===== config.mk =====
export PLATFORM = sky130hd
export DESIGN_NAME = deco_exe_stage_reg
export DESIGN_NICKNAME = d
export VERILOG_FILES = /design/src/rtl/stages_definition_pkg.sv /design/src/rtl/hazard_detect.sv /design/src/rtl/deco_exe_stage_reg.sv
export SDC_FILE = /design/constraint.sdc
export NUM_CORES = 1
export LEC_CHECK = 0
export ABC_CLOCK_PERIOD_IN_PS = 5600
export CAP_MARGIN = 20
export CORE_ASPECT_RATIO = 1.1
export CORE_MARGIN = 2
export CORE_UTILIZATION = 39
export DETAILED_ROUTE_END_ITERATION = 16
export GPL_TIMING_DRIVEN = 0
export PLACE_DENSITY = 0.79
export SYNTH_ARGS = -nofsm -noshare
export SYNTH_HDL_FRONTEND = slang
export SYNTH_SLANG_ARGS = --single-unit

===== constraint.sdc =====
create_clock -name clk -period 5.6 [get_ports clk]
set_input_delay 1.68 -clock clk [delete_from_list [all_inputs] [get_ports clk]]
set_output_delay 1.68 -clock clk [all_outputs]
set_load 0.05 [all_outputs]

===== src/rtl/stages_definition_pkg.sv =====
// Shared decode/execute types: control bundle, NOP bundle, memToReg codes.
// Imported by the decode/execute boundary register and its hazard logic.
package stages_definition_pkg;

    typedef struct packed {
        logic       regWrite;
        logic       memWrite;
        logic       memPixWrite;
        logic       branch;
        logic       flagWrite;
        logic       pcSrc;
        logic       trigControl;
        logic [3:0] aluControl;
        logic [1:0] memToReg;
    } deco_exe_cu_signals;

    localparam deco_exe_cu_signals NOP_CTRL = '0;

    localparam logic [1:0] MEM_TO_REG_ALU = 2'b01;

endpackage


===== src/rtl/hazard_detect.sv =====
// Combinational load-use detection and fetch/decode stall generation.
// Ports: EXE regWrite/memToReg/valid/wa, decode sources, stall/flush -> stalls.
module hazard_detect
    import stages_definition_pkg::*;
#(
    parameter int REG_ADDR_W = 4
) (
    input  logic                  exeValid,
    input  logic                  exeRegWrite,
    input  logic [1:0]            exeMemToReg,
    input  logic [REG_ADDR_W-1:0] exeWa,
    input  logic                  decoValid,
    input  logic [REG_ADDR_W-1:0] decoRa1,
    input  logic [REG_ADDR_W-1:0] decoRa2,
    input  logic                  decoUse1,
    input  logic                  decoUse2,
    input  logic                  stall,
    input  logic                  flush,
    output logic                  loadUse,
    output logic                  stallFetch,
    output logic                  stallDeco
);

    logic lateResult;
    logic srcHit;

    // Anything not written back from the ALU arrives too late to forward.
    assign lateResult = exeValid && exeRegWrite &&
                        (exeMemToReg != MEM_TO_REG_ALU);

    assign srcHit = (decoUse1 && (decoRa1 == exeWa)) ||
                    (decoUse2 && (decoRa2 == exeWa));

    assign loadUse = lateResult && decoValid && srcHit;

    // A flush squashes the dependent instruction, so no hold is needed.
    assign stallFetch = (stall || loadUse) && !flush;
    assign stallDeco  = stallFetch;

endmodule


===== src/rtl/deco_exe_stage_reg.sv =====
// Decode -> execute pipeline register with bubble insertion and perf counters.
// Ports: deco_* bundle in, exe_* bundle out, stall_fetch/deco, bubble/flush cnt.
module deco_exe_stage_reg
    import stages_definition_pkg::*;
#(
    parameter int DATA_W     = 32,
    parameter int REG_ADDR_W = 4,
    parameter int CNT_W      = 16
) (
    input  logic                  clk,
    input  logic                  rst_n,
    input  logic                  stall_i,
    input  logic                  flush_i,
    input  logic                  deco_valid_i,
    input  deco_exe_cu_signals    deco_ctrl_i,
    input  logic [DATA_W-1:0]     deco_rd1_i,
    input  logic [DATA_W-1:0]     deco_rd2_i,
    input  logic [DATA_W-1:0]     deco_imm_i,
    input  logic [REG_ADDR_W-1:0] deco_ra1_i,
    input  logic [REG_ADDR_W-1:0] deco_ra2_i,
    input  logic                  deco_use1_i,
    input  logic                  deco_use2_i,
    input  logic [REG_ADDR_W-1:0] deco_wa_i,
    output logic                  exe_valid_o,
    output deco_exe_cu_signals    exe_ctrl_o,
    output logic [DATA_W-1:0]     exe_rd1_o,
    output logic [DATA_W-1:0]     exe_rd2_o,
    output logic [DATA_W-1:0]     exe_imm_o,
    output logic [REG_ADDR_W-1:0] exe_ra1_o,
    output logic [REG_ADDR_W-1:0] exe_ra2_o,
    output logic [REG_ADDR_W-1:0] exe_wa_o,
    output logic                  stall_fetch_o,
    output logic                  stall_deco_o,
    output logic [CNT_W-1:0]      bubble_cnt_o,
    output logic [CNT_W-1:0]      flush_cnt_o
);

    logic loadUse;

    hazard_detect #(
        .REG_ADDR_W(REG_ADDR_W)
    ) hazardDetect (
        .exeValid   (exe_valid_o),
        .exeRegWrite(exe_ctrl_o.regWrite),
        .exeMemToReg(exe_ctrl_o.memToReg),
        .exeWa      (exe_wa_o),
        .decoValid  (deco_valid_i),
        .decoRa1    (deco_ra1_i),
        .decoRa2    (deco_ra2_i),
        .decoUse1   (deco_use1_i),
        .decoUse2   (deco_use2_i),
        .stall      (stall_i),
        .flush      (flush_i),
        .loadUse    (loadUse),
        .stallFetch (stall_fetch_o),
        .stallDeco  (stall_deco_o)
    );

    always_ff @(posedge clk) begin
        if (!rst_n) begin
            exe_valid_o  <= 1'b0;
            exe_ctrl_o   <= NOP_CTRL;
            exe_rd1_o    <= '0;
            exe_rd2_o    <= '0;
            exe_imm_o    <= '0;
            exe_ra1_o    <= '0;
            exe_ra2_o    <= '0;
            exe_wa_o     <= '0;
            bubble_cnt_o <= '0;
            flush_cnt_o  <= '0;
        end else if (flush_i || (!stall_i && loadUse)) begin
            exe_valid_o <= 1'b0;
            exe_ctrl_o  <= NOP_CTRL;
            exe_rd1_o   <= '0;
            exe_rd2_o   <= '0;
            exe_imm_o   <= '0;
            exe_ra1_o   <= '0;
            exe_ra2_o   <= '0;
            exe_wa_o    <= '0;
            // Flush outranks load-use: each bubble is counted once.
            if (flush_i) begin
                if (flush_cnt_o != '1)
                    flush_cnt_o <= flush_cnt_o + CNT_W'(1);
            end else begin
                if (bubble_cnt_o != '1)
                    bubble_cnt_o <= bubble_cnt_o + CNT_W'(1);
            end
        end else if (!stall_i) begin
            exe_valid_o <= deco_valid_i;
            exe_ctrl_o  <= deco_valid_i ? deco_ctrl_i : NOP_CTRL;
            exe_rd1_o   <= deco_rd1_i;
            exe_rd2_o   <= deco_rd2_i;
            exe_imm_o   <= deco_imm_i;
            exe_ra1_o   <= deco_ra1_i;
            exe_ra2_o   <= deco_ra2_i;
            exe_wa_o    <= deco_wa_i;
        end
    end

endmodule

==> impl_metrics.ini <==
[synthesis]
synth_area_leaders = dfxtp_1 (56%), a22o_1 (19%), xnor2_1 (1.8%)
synth_area_um2 = 5473
syn_inst = 492
synth_warnings = 0
synth.most_common_cell = dfxtp_1
synth_top_area_cell = dfxtp_1
synth-seq-cells = 154
ys_seq_area_frac = 0.5633
synth_top_area_share = 0.5633
syn_area_per_cell_um2 = 11.12
synth_edf_count = 0
synth_flop_cell = dfxtp_1
yosysUniqueCellTypes = 46
synth_common_cells = dfxtp_1 (154), a22o_1 (121), clkbuf_1 (25), nand2_1 (20), nor2_1 (16)
synth_nets = 622
synthArstFlopShare = 0

[detailed_routing]
dr.pass1.iters = 5
drtIter0Drc = 298
via_count = 5242
via_per_inst = 5.274
wl_per_cell_um = 18.85
antenna_left = 0
wl_um = 18740
drc = 0

[timing]
finalCriticalPeriod_ns = 5.367
hold_viol = 0
rsz0062_at_grt = false
final_max_slew_viol_count = 0
setup_viol = 0
fin_worst_skew_ns = 0.01012
relSlewSlack = 0.4208
min_period_over_period = 0.9584
max_clock_freq_mhz = 186.3
worstMarginPinSlew_ns = 0.8621

[worst_setup_path]
cp.depth = 7
cp_slowest_cell = clkdlybuf4s50_1
crit_required_ns = 3.92
cp.arrival_ns = 3.69
critical_path_buf_inv_count = 3
crit_type = input port to output port
cp_cell_sequence = clkdlybuf4s50_1 -> a222oi_1 -> nor4b_4 -> nor2_2 -> a21oi_2 -> buf_4 -> clkdlybuf4s15_2
r2r_slack_ns = 2.96
reg2reg_to = exe_ra2_o[3]
r2r_cells = 7
regToRegStartpoint = exe_ctrl_o[0]
crit_fanout = 12
slowest_delay_ns = 0.45
end_kind = output port
start_kind = input port
critical-path-top-delay-family = buffers and inverters

[power_and_ir_drop]
p_leak_nw = 3.339
power_mw = 2.548
pwr_density_cell_nw_per_um2 = 280.0
ir_worst_vdd_v = 0.0001868

[clock_tree]
postCtsHoldBufs = 0
ctsLongestPathBuffers = 2
clk_pin_slew_ns = 0.06
cts_buffers = 17
cts.sinks = 154
clk_latency_ns = 0.42
cts_tree = done
clock_tree.root_cell = clkbuf_16
htreeDepth = 4

[layout]
drive_gt1_frac = 0.06700
diodes = 0
design_area_um2 = 9100
nets = 923
fin_cells = 994
multi_input_area_um2 = 2203
n_fill_cell = 1102
seq_area_um2 = 3083
area_growth_syn_to_layout_pct = 66.28

[global_route]
grt_max_degree = 17
grt_pass1_vias = 5283
grt-ovfl-total = 0
grt_pass1_wl_um = 28000
track_usage = 0.2451
antenna_found_initial = 0

[die]
placementRows = 45
die_h_um = 128.2
start_util = 0.3984
fp.dieW_um = 116.9
die_area_um2 = 15000
core_um2 = 13740
pin_count = 284

[placement]
dp.cells = 962
gp_congestion = 0.8400
placedInstanceArea_um2 = 8531
io_buffers = 282
dp_hpwl_um = 14320

[hold_path]
hold_depth = 1
min_from = exe_rd2_o[14]
hold_path_class = flop to flop
worstHoldEndpoint = exe_rd2_o[14]

[run]
drv_cap = 0

[run_status]
outcome = finished clean
[final cells by class]
class | count | area share
inverter | 10 | 0.004125
timing repair buffer | 283 | 0.3113
clock inverter | 11 | 0.01072
tap | 188 | 0.02585
multi-input combinational | 290 | 0.2421
clock buffer | 21 | 0.04950
buffer | 37 | 0.01760
sequential | 154 | 0.3388
[power breakdown]
part | leakage [nW] | internal (mW) | switching (mW)
combinational | 1.83 | 0.153 | 0.183
sequential | 1.25 | 1.13 | 0.0199
clock | 0.259 | 0.621 | 0.446
[cells in the final DEF (no fill, tap or decap), types with 4 or more instances in the layout]
cell type and instances:
and2_1 4, o21ai_0 8, dfxtp_1 154, nand2b_1 13, and3_1 4, nand2_1 20, a21oi_1 6, a22o_1 121
nand3_1 12, nor2_1 16, clkinv_2 4, buf_1 5, clkbuf_1 27, nor4_1 4, buf_2 5, xnor2_1 11
or3_1 5, inv_1 8, nand4_1 12, nor3_1 4, and4_1 4, mux2i_1 9, clkbuf_16 17, clkdlybuf4s50_1 280
clkinvlp_4 4
[per-layer routing]
metal,up-vias,wire length [um],share of wire,global-route usage
li1,2462,-,-,-
met1,2511,7316,0.39,0.2785
met2,229,9423,0.50,0.4101
met3,40,1472,0.079,0.09078
met4,0,529,0.028,0.1059
met5,-,0,0,0
[through the flow]
| step | setup slack (ns) | hold WS, ns | utilization | setup TNS, ns |
|---|---|---|---|---|
| final | 0.2327 | 0.4782 | 0.6624 | 0 |
| after global routing | 0.1292 | 0.4927 | 0.6624 | 0 |
| after CTS | 0.009328 | 0.4811 | 0.6622 | 0 |
| after detailed placement | -0.6531 | 0.4627 | 0.6209 | -1.231 |
| after global placement | -0.6257 | 0.4597 | 0.6209 | -1.167 |
| after floorplan | 0.1160 | 0.4929 | - | 0 |
[worst max path at each step]
stage	from	endpoint	slack [ns]
after global routing	deco_ra1_i[3]	stall_fetch_o	0.13
final	deco_ra1_i[3]	stall_fetch_o	0.23
after CTS	deco_ra1_i[3]	stall_fetch_o	0.009
after detailed placement	deco_valid_i	stall_fetch_o	-0.65
after floorplan	deco_ra1_i[3]	stall_fetch_o	0.12
after global placement	deco_valid_i	stall_fetch_o	-0.63
[sequential cells by signal, indices dropped and copies added, names as in the netlist, 13 cells and up]
signal / count
exe_rd1_o: 32
exe_rd2_o: 32
exe_ctrl_o: 13
exe_imm_o: 32
bubble_cnt_o: 16
flush_cnt_o: 16
[logic make-up (layout without fill, tap and decap cells)]
group	Yosys count	count (layout)	synth area share
mux	9	9	0.01646
flops	154	154	0.5633
fa+ha+maj	2	2	0.004572
simple gates	112	112	0.1221
buf+inv	48	362	0.03681
xor+xnor	14	14	0.02241
compound gates	153	153	0.2343
[timing repair]
item | in CTS | in global routing
gates cloned | 0 | 0
endpoints found under the setup margin | 2 | 1
gates resized for setup | 8 | 1
pin swaps | 0 | 0
setup buffers | 1 | 0
Note: power is estimated with default switching activity, not from simulation.
